===== src/rtl/hfrv_uart_pkg.sv =====
// Shared types and constants for the hf-riscv UART receive path.
package hfrv_uart_pkg;

  localparam int UART_DATA_BITS = 8;

  typedef enum logic [2:0] {
    IDLE   = 3'd0,
    START  = 3'd1,
    DATA   = 3'd2,
    PARITY = 3'd3,
    STOP   = 3'd4,
    BREAK  = 3'd5
  } rx_state_t;

  // Counter value at which the middle of a bit period is reached.
  function automatic int mid_bit_cnt(input int clks_per_bit);
    return clks_per_bit / 2 - 1;
  endfunction

endpackage


===== src/rtl/hfrv_uart_rx_if.sv =====
// Bus-side bundle of the UART receiver: serial line, pop/clear strobes, FIFO head and status.
// parity_err exists only when HFRV_UART_RX_PARITY_EN is defined.
interface hfrv_uart_rx_if
  import hfrv_uart_pkg::*;
#(
  parameter int FIFO_DEPTH = 4
);
  localparam int LEVEL_W = $clog2(FIFO_DEPTH) + 1;

  logic                      rx;
  logic                      rd_en;
  logic                      clr_err;
  logic [UART_DATA_BITS-1:0] rx_data;
  logic                      rx_valid;
  logic [LEVEL_W-1:0]        rx_level;
  logic                      frame_err;
  logic                      overrun;
`ifdef HFRV_UART_RX_PARITY_EN
  logic                      parity_err;

  modport master (output rx, rd_en, clr_err,
                  input  rx_data, rx_valid, rx_level, frame_err, overrun, parity_err);
  modport slave  (input  rx, rd_en, clr_err,
                  output rx_data, rx_valid, rx_level, frame_err, overrun, parity_err);
`else
  modport master (output rx, rd_en, clr_err,
                  input  rx_data, rx_valid, rx_level, frame_err, overrun);
  modport slave  (input  rx, rd_en, clr_err,
                  output rx_data, rx_valid, rx_level, frame_err, overrun);
`endif

endinterface


===== src/rtl/hfrv_sync_fifo.sv =====
// Single-clock first-word-fall-through FIFO; pointers carry one extra wrap bit.
module hfrv_sync_fifo #(
  parameter int WIDTH = 8,
  parameter int DEPTH = 4
) (
  input  logic                   clk,
  input  logic                   rst,
  input  logic                   push_i,
  input  logic [WIDTH-1:0]       push_data_i,
  input  logic                   pop_i,
  output logic [WIDTH-1:0]       pop_data_o,
  output logic                   full_o,
  output logic                   empty_o,
  output logic [$clog2(DEPTH):0] level_o
);
  localparam int AW = $clog2(DEPTH);

  logic [WIDTH-1:0] mem_q [DEPTH];
  logic [AW:0]      wr_ptr_q, wr_ptr_d;
  logic [AW:0]      rd_ptr_q, rd_ptr_d;
  logic             pop_ok, push_ok;

  assign empty_o = (wr_ptr_q == rd_ptr_q);
  assign full_o  = (wr_ptr_q[AW] != rd_ptr_q[AW]) && (wr_ptr_q[AW-1:0] == rd_ptr_q[AW-1:0]);
  assign level_o = wr_ptr_q - rd_ptr_q;

  assign pop_ok  = pop_i && !empty_o;
  // A pop frees the head slot in the same cycle, so a full FIFO still accepts a push.
  assign push_ok = push_i && (!full_o || pop_ok);

  assign pop_data_o = empty_o ? '0 : mem_q[rd_ptr_q[AW-1:0]];

  always_comb begin
    wr_ptr_d = wr_ptr_q;
    rd_ptr_d = rd_ptr_q;
    if (push_ok) wr_ptr_d = wr_ptr_q + 1'b1;
    if (pop_ok)  rd_ptr_d = rd_ptr_q + 1'b1;
  end

  always_ff @(posedge clk) begin
    if (rst) begin
      wr_ptr_q <= '0;
      rd_ptr_q <= '0;
    end else begin
      wr_ptr_q <= wr_ptr_d;
      rd_ptr_q <= rd_ptr_d;
    end
  end

  always_ff @(posedge clk) begin
    if (push_ok) mem_q[wr_ptr_q[AW-1:0]] <= push_data_i;
  end

endmodule


===== src/rtl/hfrv_uart_rx.sv =====
// 8N1 UART receiver with mid-bit sampling, FWFT receive FIFO and sticky error flags.
// Defining HFRV_UART_RX_PARITY_EN adds an even-parity bit and the parity_err flag.
module hfrv_uart_rx
  import hfrv_uart_pkg::*;
#(
  parameter int CLKS_PER_BIT = 16,
  parameter int FIFO_DEPTH   = 4
) (
  input  logic           clk,
  input  logic           reset,
  hfrv_uart_rx_if.slave  bus
);
  localparam int          LEVEL_W  = $clog2(FIFO_DEPTH) + 1;
  localparam logic [15:0] CNT_MID  = 16'(mid_bit_cnt(CLKS_PER_BIT));
  localparam logic [15:0] CNT_LAST = 16'(CLKS_PER_BIT - 1);

  rx_state_t                 state_q, state_d;
  logic [15:0]               cnt_q, cnt_d;
  logic [2:0]                bit_q, bit_d;
  logic [UART_DATA_BITS-1:0] shift_q, shift_d;
  logic                      rx_meta_q, rx_s_q;
  logic                      frame_err_q, frame_err_d;
  logic                      overrun_q, overrun_d;
  logic                      push, set_frame, fifo_full;
  logic [LEVEL_W-1:0]        fifo_level;
  logic                      fifo_empty;
`ifdef HFRV_UART_RX_PARITY_EN
  logic                      par_bad_q, par_bad_d;
  logic                      parity_err_q, parity_err_d;
  logic                      set_par;
`endif

  always_comb begin
    state_d   = state_q;
    cnt_d     = cnt_q + 16'd1;
    bit_d     = bit_q;
    shift_d   = shift_q;
    push      = 1'b0;
    set_frame = 1'b0;
`ifdef HFRV_UART_RX_PARITY_EN
    par_bad_d = par_bad_q;
    set_par   = 1'b0;
`endif
    case (state_q)
      IDLE: begin
        cnt_d = '0;
        if (!rx_s_q) state_d = START;
      end
      START: begin
        if (cnt_q == CNT_MID) begin
          cnt_d   = '0;
          bit_d   = '0;
          state_d = rx_s_q ? IDLE : DATA;
        end
      end
      DATA: begin
        if (cnt_q == CNT_LAST) begin
          cnt_d   = '0;
          shift_d = {rx_s_q, shift_q[UART_DATA_BITS-1:1]};
          bit_d   = bit_q + 3'd1;
`ifdef HFRV_UART_RX_PARITY_EN
          if (bit_q == 3'd7) state_d = PARITY;
`else
          if (bit_q == 3'd7) state_d = STOP;
`endif
        end
      end
`ifdef HFRV_UART_RX_PARITY_EN
      PARITY: begin
        if (cnt_q == CNT_LAST) begin
          cnt_d     = '0;
          par_bad_d = rx_s_q != (^shift_q);
          set_par   = par_bad_d;
          state_d   = STOP;
        end
      end
`endif
      STOP: begin
        if (cnt_q == CNT_LAST) begin
          cnt_d = '0;
          if (rx_s_q) begin
`ifdef HFRV_UART_RX_PARITY_EN
            push = !par_bad_q;
`else
            push = 1'b1;
`endif
            state_d = IDLE;
          end else begin
            set_frame = 1'b1;
            state_d   = BREAK;
          end
        end
      end
      // Hold here until the line returns high so a stuck-low line is not decoded as 0x00 frames.
      BREAK: begin
        cnt_d = '0;
        if (rx_s_q) state_d = IDLE;
      end
      default: begin
        cnt_d   = '0;
        state_d = IDLE;
      end
    endcase
  end

  always_comb begin
    frame_err_d = set_frame | (frame_err_q & ~bus.clr_err);
    overrun_d   = (push & fifo_full & ~bus.rd_en) | (overrun_q & ~bus.clr_err);
`ifdef HFRV_UART_RX_PARITY_EN
    parity_err_d = set_par | (parity_err_q & ~bus.clr_err);
`endif
  end

  always_ff @(posedge clk) begin
    if (reset) begin
      state_q     <= IDLE;
      cnt_q       <= '0;
      bit_q       <= '0;
      shift_q     <= '0;
      rx_meta_q   <= 1'b1;
      rx_s_q      <= 1'b1;
      frame_err_q <= 1'b0;
      overrun_q   <= 1'b0;
`ifdef HFRV_UART_RX_PARITY_EN
      par_bad_q    <= 1'b0;
      parity_err_q <= 1'b0;
`endif
    end else begin
      state_q     <= state_d;
      cnt_q       <= cnt_d;
      bit_q       <= bit_d;
      shift_q     <= shift_d;
      rx_meta_q   <= bus.rx;
      rx_s_q      <= rx_meta_q;
      frame_err_q <= frame_err_d;
      overrun_q   <= overrun_d;
`ifdef HFRV_UART_RX_PARITY_EN
      par_bad_q    <= par_bad_d;
      parity_err_q <= parity_err_d;
`endif
    end
  end

  hfrv_sync_fifo #(
    .WIDTH (UART_DATA_BITS),
    .DEPTH (FIFO_DEPTH)
  ) u_fifo (
    .clk         (clk),
    .rst         (reset),
    .push_i      (push),
    .push_data_i (shift_q),
    .pop_i       (bus.rd_en),
    .pop_data_o  (bus.rx_data),
    .full_o      (fifo_full),
    .empty_o     (fifo_empty),
    .level_o     (fifo_level)
  );

  assign bus.rx_valid  = !fifo_empty;
  assign bus.rx_level  = fifo_level;
  assign bus.frame_err = frame_err_q;
  assign bus.overrun   = overrun_q;
`ifdef HFRV_UART_RX_PARITY_EN
  assign bus.parity_err = parity_err_q;
`endif

endmodule


===== src/flat_wrapper.sv =====
// flat-port wrapper written by rule: the top's interface ports become plain ports
module hfrv_uart_rx_flat import hfrv_uart_pkg::*;
#(
  parameter int CLKS_PER_BIT = 16,
  parameter int FIFO_DEPTH   = 4
)
  (clk, reset, bus_rx, bus_rd_en, bus_clr_err, bus_rx_data, bus_rx_valid, bus_rx_level, bus_frame_err, bus_overrun);
  hfrv_uart_rx_if #(.FIFO_DEPTH(FIFO_DEPTH)) bus_i ();
  input  logic clk;
  input  logic reset;
  input wire logic [$bits(bus_i.rx)-1:0] bus_rx;
  input wire logic [$bits(bus_i.rd_en)-1:0] bus_rd_en;
  input wire logic [$bits(bus_i.clr_err)-1:0] bus_clr_err;
  output wire logic [$bits(bus_i.rx_data)-1:0] bus_rx_data;
  output wire logic [$bits(bus_i.rx_valid)-1:0] bus_rx_valid;
  output wire logic [$bits(bus_i.rx_level)-1:0] bus_rx_level;
  output wire logic [$bits(bus_i.frame_err)-1:0] bus_frame_err;
  output wire logic [$bits(bus_i.overrun)-1:0] bus_overrun;
  assign bus_i.rx = bus_rx;
  assign bus_i.rd_en = bus_rd_en;
  assign bus_i.clr_err = bus_clr_err;
  assign bus_rx_data = bus_i.rx_data;
  assign bus_rx_valid = bus_i.rx_valid;
  assign bus_rx_level = bus_i.rx_level;
  assign bus_frame_err = bus_i.frame_err;
  assign bus_overrun = bus_i.overrun;
  hfrv_uart_rx #(.CLKS_PER_BIT(CLKS_PER_BIT), .FIFO_DEPTH(FIFO_DEPTH)) u_core (.clk(clk), .reset(reset), .bus(bus_i));
endmodule

===== config.mk =====
export PLATFORM = sky130hd
export DESIGN_NAME = hfrv_uart_rx_flat
export DESIGN_NICKNAME = d
export VERILOG_FILES = /design/src/rtl/hfrv_uart_pkg.sv /design/src/rtl/hfrv_uart_rx_if.sv /design/src/rtl/hfrv_sync_fifo.sv /design/src/rtl/hfrv_uart_rx.sv /design/src/flat_wrapper.sv
export SDC_FILE = /design/constraint.sdc
export NUM_CORES = 1
export LEC_CHECK = 0
export CORE_ASPECT_RATIO = 0.8
export CORE_MARGIN = 5
export CORE_UTILIZATION = 45
export DETAILED_ROUTE_END_ITERATION = 7
export PLACE_DENSITY = 0.68
export SLEW_MARGIN = 20
export SYNTH_ARGS = -nofsm -noshare
export SYNTH_HDL_FRONTEND = slang
export SYNTH_HIERARCHICAL = 1
export SYNTH_SLANG_ARGS = --single-unit

===== constraint.sdc =====
create_clock -name clk -period 5.4 [get_ports clk]
set_input_delay 0.54 -clock clk [delete_from_list [all_inputs] [get_ports clk]]
set_output_delay 0.54 -clock clk [all_outputs]
set_load 0.01 [all_outputs]

=== After elaboration in Yosys (flattened, before gate mapping) ===
Memory sizes are Yosys's and may differ from the RTL's. A register that Yosys moved wholly into a read port is not among the register bits.
Cells that the tools add are included.

* Register bits after elaboration: 40
* Latch bits: 0
* Memory bits (writable): 32
* Memory bits (read-only): 0
* Input port bits: 5
* Output and inout bits: 14
* Word-level logic and storage cells: 78
* Memories: 1

{| class="wikitable"
|+ Memory list
! memory !! depth !! bits a word !! read ports !! clocked after memory_dff !! wr ports !! line !! text
|-
| u_core.u_fifo.mem_q || 4 || 8 || 1 || 1 || 1 || hfrv_sync_fifo.sv:18 || <nowiki>logic [WIDTH-1:0] mem_q [DEPTH];</nowiki>
|}

* $add $sub $neg: 5
* Multipliers: 0
* Divide/modulo/power cells: 0
* $lt $le $gt $ge: 0
* Equality and inequality tests: 16
* Shifts and indexed selects: 0
* Multiplexer cells: 26
* Bitwise logic cells: 8
* Reductions and logical operators: 12

{| class="wikitable"
|+ Operators by type and width
! cell !! number
|-
| 16-bit two-way mux || 2
|-
| 16-bit one-hot mux with 2 select lines || 1
|-
| 3-bit two-way mux || 9
|-
| 16-bit by 1-bit adder with 16-bit output (second input constant) || 1
|-
| 16-bit by 3-bit equality test with 1-bit output (second input constant) || 1
|-
| 16-bit by 4-bit equality test with 1-bit output (second input constant) || 1
|-
| 3-bit one-hot mux with 5 select lines || 1
|-
| 2-bit by 1-bit != test with 1-bit output (second input constant) || 5
|-
| 3-bit by 1-bit adder with 3-bit output (second input constant) || 3
|-
| 3-bit equality test (second input constant) || 3
|-
| 1-bit two-way mux || 8
|-
| 8-bit two-way mux || 1
|-
| 2-bit two-way mux || 3
|-
| 3-bit one-hot mux with 2 select lines || 1
|-
| 6-bit AND reduction || 1
|-
| 1-bit AND || 4
|-
| 3-bit by 1-bit equality test with 1-bit output (second input constant) || 1
|-
| 3-bit by 2-bit equality test with 1-bit output (second input constant) || 1
|-
| 3-bit equality test || 1
|-
| 1-bit logical AND || 3
|-
| 3-bit zero test || 1
|-
| 3-bit AND reduction || 1
|-
| 3-bit subtractor || 1
|-
| 2-bit equality test || 1
|-
| 9 further kinds || 12
|}

=== Logic depth before layout (Yosys ltp) ===
Gate-level depths: netlist of the first run.

* Depth after elaboration: 7
* Gate-level depth with buffers: 7
* Mapped depth without buffers: 6

=== By module ===
The synthesis of the first run kept the hierarchy.

{| class="wikitable"
|+ Modules (own cells, without submodules)
! module !! times used !! cells an instance !! area an instance (um^2) !! seq. area each (um^2)
|-
| hfrv_sync_fifo || 1 || 107 || 1755.4 || 1121.1
|-
| hfrv_uart_rx || 1 || 171 || 1576.5 || 680.7
|}

=== Worst setup path after synthesis of the first run ===
OpenSTA, ideal clock, no wires.

* Path kind: reg-to-reg
* Start: reg u_core.cnt_q[0]
* End: mem u_core.u_fifo.mem_q[0][0], enable pin
* Library setup time: 0.332 ns
* Arrival time: 1.665 ns
* Required time: 5.068 ns
* Path slack: 3.403 ns
* Stages on the path, launching flop included: 7
* Buffers on the path: 0
* Clock period less this slack: 1.997 ns
* Cells stage by stage: dfxtp_1 -> ha_1 -> and2_1 -> and4_4 -> and4_2 -> o31a_1 -> and2_1

* Longest elaborated chain between the ends: 6

{| class="wikitable"
|+ Ends and longest elaborated chain
! element !! line !! text
|-
| start: declaration || hfrv_uart_rx.sv:18 || <nowiki>logic [15:0] cnt_q, cnt_d;</nowiki>
|-
| start signal: assignment || hfrv_uart_rx.sv:130 || <nowiki>cnt_q <= cnt_d;</nowiki>
|-
| 16-bit by 4-bit equality test with 1-bit output || hfrv_uart_rx.sv:79 || <nowiki>if (cnt_q == CNT_LAST) begin</nowiki>
|-
| 1-bit two-way mux || hfrv_uart_rx.sv:79 ||
|-
| 1-bit two-way mux || hfrv_uart_rx.sv:44 || <nowiki>case (state_q)</nowiki>
|-
| named net u_core.push || hfrv_uart_rx.sv:24 || <nowiki>logic push, set_frame, fifo_full;</nowiki>
|-
| 1-bit logical AND || hfrv_sync_fifo.sv:29 || <nowiki>assign push_ok = push_i && (!full_o || pop_ok);</nowiki>
|-
| 1-bit two-way mux || hfrv_sync_fifo.sv:51 || <nowiki>if (push_ok) mem_q[wr_ptr_q[AW-1:0]] <= push_data_i;</nowiki>
|-
| 1-bit two-way mux (not written as such) || hfrv_sync_fifo.sv:51 ||
|-
| end: declaration || hfrv_sync_fifo.sv:18 ||
|}

The timed path passes the listed nets, and every way through them passes these cells.

=== Worst setup path after layout of the first run ===
* Start: reg u_core.u_fifo.wr_ptr_q[0]
* End: out bus_rx_data[1]

* Longest elaborated chain between the ends: 2

{| class="wikitable"
|+ Ends and longest elaborated chain
! element !! line !! text
|-
| start: declaration || hfrv_sync_fifo.sv:19 || <nowiki>logic [AW:0] wr_ptr_q, wr_ptr_d;</nowiki>
|-
| start signal: assignment || hfrv_sync_fifo.sv:45 || <nowiki>wr_ptr_q <= wr_ptr_d;</nowiki>
|-
| 3-bit equality test || hfrv_sync_fifo.sv:23 || <nowiki>assign empty_o = (wr_ptr_q == rd_ptr_q);</nowiki>
|-
| 8-bit two-way mux || hfrv_sync_fifo.sv:31 || <nowiki>assign pop_data_o = empty_o ? '0 : mem_q[rd_ptr_q[AW-1:0]];</nowiki>
|-
| end: declaration || flat_wrapper.sv:14 || <nowiki>output wire logic [$bits(bus_i.rx_data)-1:0] bus_rx_data;</nowiki>
|}

No other way between the ends.

==> impl_metrics.csv, run 1 <==
group,metric,value,unit
global_route,grt_overflow,0,
yosys,synthTopCellsByCount,"42 x dfxtp_1, 40 x nor2_1, 32 x edfxtp_1, 15 x inv_1, 13 x and2_1",
yosys,synth_fp_nets,294,
critical_path,crit_path_cell_trace,"inv_1 -> ha_1 -> and2_1 -> nand2_1 -> and2_1 -> clkdlybuf4s50_1",
timing,tightestPinTransition,0.560,ns
floorplan,std_cell_rows,28,
floorplan,dieWidth,106,µm
critical_path,required,4.86,ns
critical_path,cp_top_family,"buffers and inverters",
yosys,syn-cell-area,3330,µm²
floorplan,core,7320,µm²
drt,wl,5510,µm
drt,drt_first_iter_violations,111,
yosys,synthTopCellsByArea,"edfxtp_1 29%, dfxtp_1 25%, mux4_2 5.4%",
clock_network,worstSkewPairLatency,0.35,ns
cells_and_area,fin_util,51.1,%
critical_path,crit_buf_inv,2,
floorplan,die_area,9240,µm²
clock_network,clock_sinks,74,
timing,setup_tns,0,ns
pwr,p_comb_share,9.7,%
timing,fmax,343,MHz
clock_network,cts_hold_buf,0,
yosys,synth_edf_count,32,
critical_path,critical_path_class,"flip-flop to output pin",
cells_and_area,fillCellCount,641,
global_route,antenna_found_initial,0,
clock_network,cts_root_buffer,"clkbuf_8",
cells_and_area,final_nets,310,
yosys,synth_seq_area_share,54.1,%
global_route,grt_pass1_wl,9710,µm
yosys,ys_ff_latch,74,
critical_path,startpoint_type,"flip-flop",
timing,drv_slew,0,
critical_path,slowest_stage,"clkdlybuf4s50_1",
yosys,yosysUniqueCellTypes,53,
global_route,grt_pass1_vias,2005,
clock_network,clockBufferDepth,2,
floorplan,start_util,45.5,%
drt,first_pass_iters,4,
timing,hold_viol_final,0,
drt,drtAntennaViolNets,0,
placement,place_congestion,0.777,
critical_path,cpPeakStageDelay,0.54,ns
timing,rsz0062_at_grt,"no",
critical_path,arrival,2.37,ns
pwr,power_density,307,nW/µm²
yosys,yosys_warnings,6,
global_route,grt_max_degree,32,
yosys,synth_top_area_share,28.8,%
floorplan,die_h,87.0,µm
placement,portBuffers,18,
clock_network,clk_pin_slew,0.09,ns
clock_network,cts_setup_buffers,0,
pwr,pwr-share-clk,38.6,%
critical_path,cp_common_cell,"and2_1",
pwr,pwr-share-seq,51.7,%
drt,viasPerCell,5.21,
clock_network,htreeDepth,3,
clock_network,cts_buffers,9,
timing,min_period_over_period,53.9,%
drt,wl_per_cell,14.2,µm
yosys,synth_area_per_cell,12.0,µm²
pwr,peakVddDrop,136,µV
clock_network,cts_tree,"done",
pwr,p_switching,282,µW
placement,dp_hpwl,3790,µm
yosys,synthArstFlopShare,0,%
global_route,grt_use_total,13.4,%
pwr,internal-power,868,µW
pwr,swShare,24.5,%
pwr,leakagePower,1.31,nW
cells_and_area,antenna_cells,0,
clock_network,cts_repair_resize_count,0,
job,maxCapViolCount,0,
critical_path,cp-end-kind,"output pin",
run_status,status,"finished clean",
timing,setup-violations-final,0,
yosys,yosysTopAreaCell,"edfxtp_1",
drt,vias,2026,
yosys,synth_ff_type,"dfxtp_1",
critical_path,path_max_fanout,10,
cells_and_area,area.growth.synth_to_final,12.4,%
drt,drc,0,
yosys,postSynthCellCount,278,
timing,finalClockSkew,0.0149,ns
yosys,yosys.cell_count.top_type,"dfxtp_1",
cells_and_area,drive_gt1_share,13.7,%
hold_path,hp-class,"flip-flop to flip-flop",
floorplan,io_pins,19,
timing,slew_headroom,62.6,%
timing,fin_crit,2.91,ns
worst register-to-register path, cell delays in order (launching register included):
cell	delay [ns]
dfxtp_1	0.35
ha_1	0.21
and2_1	0.17
and4_4	0.28
and4_2	0.28
o31a_1	0.28
and2_1	0.43
registers in the layout, summed over array words and instances (netlist names), named ones only:
signal	flops
u_core/rx_meta_q	1
u_core/cnt_q	16
u_core/bus.frame_err	1
u_core/bus.overrun	1
u_core/state_q	3
u_core/rx_s_q	1
u_core/u_fifo/mem_q	32
u_core/bit_q	3
u_core/u_fifo/rd_ptr_q	3
u_core/u_fifo/wr_ptr_q	3
u_core/shift_q	8
through the flow:
| step | setup WS (ns) | instance area, µm² | instances | total power [mW] | hold WS, ns |
|---|---|---|---|---|---|
| floorplan | 3.40 | 3330 | 278 | 0.670 | 0.389 |
| global placement | 2.65 | 3540 | 373 | 0.719 | 0.400 |
| detailed placement | 2.60 | 3540 | 373 | 0.722 | 0.400 |
| CTS | 2.42 | 3750 | 389 | 1.17 | 0.420 |
| global route | 2.33 | 3740 | 389 | 1.20 | 0.437 |
| finish | 2.49 | 3740 | 389 | 1.15 | 0.414 |
area by class of cell:
| class | count | area (µm²) | area share, % |
|---|---|---|---|
| repair buffers | 18 | 175 | 4.68 |
| flip-flops and latches | 74 | 1800 | 48.1 |
| well taps | 90 | 113 | 3.01 |
| inverters | 15 | 56.3 | 1.50 |
| clock inverters | 7 | 82.6 | 2.21 |
| multi-input cells | 176 | 1390 | 37.2 |
| clock buffers | 9 | 124 | 3.31 |
cell usage in the layout, fill, tap and decap left out, drive strengths merged, types with 9 or more instances in the layout:
master	n
xnor2	12
mux2i	10
ha	10
clkdlybuf4s50	17
edfxtp	32
nor2	40
inv	19
and2	13
dfxtp	42
clkbuf	9
power by group through the flow:
stage	registers, mW	clock network, mW	logic (mW)
floorplan	0.599	0	0.0705
global placement	0.608	0	0.111
detailed placement	0.608	0	0.113
CTS	0.595	0.458	0.114
global route	0.597	0.486	0.121
finish	0.594	0.445	0.111
per-layer routing:
layer / vias to the layer above / part of all wire [%] / global-route usage [%]
met3: 5 / 3.6 / 4.45
met5: - / 0 / 0
met4: 0 / 0.98 / 4.59
li1: 1018 / - / -
met1: 975 / 49 / 17.1
met2: 28 / 47 / 21.5
cell families after synthesis:
group / count (synthesis) / share of synthesized area, %
adders and majority gates: 11 / 4.36
DFF: 74 / 54.1
AOI/OAI and AO/OA: 25 / 5.86
muxes: 22 / 9.99
xor gates and xnor gates: 20 / 5.48
buffers and inverters: 28 / 4.17
and+or+nand+nor: 98 / 16.1
path summary, 6_finish.rpt:
path	start	end	slack, ns	cells past startpoint
worst max-delay path	u_core/u_fifo/wr_ptr_q[0]	bus_rx_data[1]	2.49	6
worst min register to register	u_core/rx_meta_q	u_core/rx_s_q	0.41	1
worst min-delay path	u_core/rx_meta_q	u_core/rx_s_q	0.41	1
worst max register to register	u_core/cnt_q[0]	u_core/u_fifo/mem_q[0][7]	3.05	6
No activity file was read; power rests on OpenSTA's default activity.
==> inputs of run 2 (changes only) <==
PLACE_DENSITY = 0.7   (was 0.68)
clock period = 2.4 ns   (was 5.4 ns; I/O delays follow)
==> run 2 against run 1 <==
  * First-iteration DRC count rose by 12%
  * Critical endpoint is now bus_rx_level[2]
  * Largest power group unchanged
  * Register-to-register slack got worse by 2.9 ns
  * Die area did not move
==> impl_metrics.csv, run 2 (same netlist as run 1, synthesis figures left out) <==
group,metric,value,unit
drt,drt_first_iter_violations,124,
hold_path,hp-class,"flip-flop to flip-flop",
placement,portBuffers,18,
critical_path,startpoint_type,"flip-flop",
critical_path,path_max_fanout,4,
pwr,power_density,680,nW/µm²
critical_path,critical_path_class,"flip-flop to output pin",
global_route,grt_overflow,0,
global_route,grt_max_degree,31,
global_route,grt_pass1_vias,1927,
floorplan,core,7320,µm²
clock_network,cts_buffers,9,
clock_network,cts_setup_buffers,0,
job,maxCapViolCount,0,
floorplan,die_h,87.0,µm
cells_and_area,mostFrequentLayoutCell,"nor2_1",
floorplan,dieWidth,106,µm
cells_and_area,drive_gt1_share,17.3,%
pwr,peakVddDrop,365,µV
timing,hold_viol_final,0,
cells_and_area,final_nets,317,
cells_and_area,fin_area,3820,µm²
global_route,grt_pass1_wl,9390,µm
pwr,leakagePower,1.35,nW
timing,setup-violations-final,0,
timing,finalHoldWorstSlack,0.414,ns
placement,dp.cells,380,
clock_network,cts_tree,"done",
placement,pre_cts_ws,0.159,ns
placement,dp_hpwl,3840,µm
drt,vias,2022,
pwr,p_total,2.60,mW
global_route,antenna_found_initial,0,
run_status,status,"finished clean",
critical_path,required,2.16,ns
floorplan,die_area,9240,µm²
timing,slew_headroom,69.3,%
clock_network,clock_sinks,74,
cells_and_area,antenna_cells,0,
clock_network,clockBufferDepth,2,
cells_and_area,largest_reg_flops,32,
clock_network,cts_root_buffer,"clkbuf_8",
drt,drtAntennaViolNets,0,
timing,finalClockSkew,0.0106,ns
critical_path,cp-end-kind,"output pin",
cells_and_area,area.growth.synth_to_final,14.8,%
critical_path,r2r_setup_slack,0.16,ns
timing,setup_slack,0.0908,ns
placement,postPlaceCellArea,3590,µm²
placement,place_congestion,0.757,
timing,min_period_over_period,96.2,%
clock_network,htreeDepth,3,
timing,rsz0062_at_grt,"no",
timing,fmax,433,MHz
floorplan,std_cell_rows,28,
floorplan,start_util,45.5,%
floorplan,io_pins,19,
global_route,grt_use_total,13.1,%
drt,first_pass_iters,4,
clock_network,worstSkewPairLatency,0.35,ns
critical_path,arrival,2.07,ns
drt,wl,5620,µm
cells_and_area,fin_util,52.2,%
timing,setup_tns,0,ns
timing,fin_crit,2.31,ns
cells_and_area,final_cell_mix,"40 x nor2_1, 39 x dfxtp_1, 32 x edfxtp_1, 15 x clkdlybuf4s50_1, 14 x inv_1",
drt,wl_per_cell,14.2,µm
cells_and_area,finalNonFillerCells,396,
drt,viasPerCell,5.11,
clock_network,clk_pin_slew,0.08,ns
timing,tightestPinTransition,0.459,ns
drt,drc,0,
timing,drv_slew,0,
[run 2: changes by cell type in the layout (fill, tap and decap cells not counted), moves of 2 or more]
cell	delta
buf_4	+7
dfxtp_1	-3
dfxtp_2	+3
dlygate4sd2_1	+3
clkdlybuf4s50_1	-2
clkinv_4	-2
clkinvlp_4	+2
inv_6	-2
inv_8	+2
[run 2: layout make-up]
cell class,count,area [µm²]
inverters,15,56.3
clock buffers,9,124
flip-flops and latches,74,1810
well taps,90,113
multi-input cells,176,1410
fillers,613,3500
clock inverters,7,85.1
repair buffers,25,229
[run 2: what timing repair did]
| action | in CTS | in global routing |
|---|---|---|
| hold buffers | 0 | 0 |
| resized for setup | 6 | 4 |
| endpoints found under the setup margin | 10 | 7 |
[run 2: power breakdown]
part / internal [mW] / switching (mW) / total, mW
registers: 1.31 / 0.0125 / 1.32
clock network: 0.502 / 0.502 / 1.00
logic: 0.149 / 0.124 / 0.273
[run 2: layer usage]
layer	track usage, %	vias to the layer above	routed length (µm)
li1	-	1026	-
met1	17.4	959	2780
met2	20.0	30	2550
met3	4.67	7	212
met4	4.59	0	69
met5	0	-	0
[run 2: path summary, 6_finish.rpt]
kind                                to                 startpoint  cells after the start
min                      u_core/rx_s_q           u_core/rx_meta_q                      1
max                    bus_rx_level[2]  u_core/u_fifo/wr_ptr_q[0]                      5
max reg2reg  u_core/u_fifo/mem_q[2][2]            u_core/cnt_q[0]                      6
min reg2reg              u_core/rx_s_q           u_core/rx_meta_q                      1
[run 2: worst max-delay path, cell delays in order, from the launching register on]
cell and delay (ns):
dfxtp_2 0.38, inv_2 0.09, ha_4 0.17, fa_1 0.37, xnor2_1 0.17, clkdlybuf4s50_1 0.55
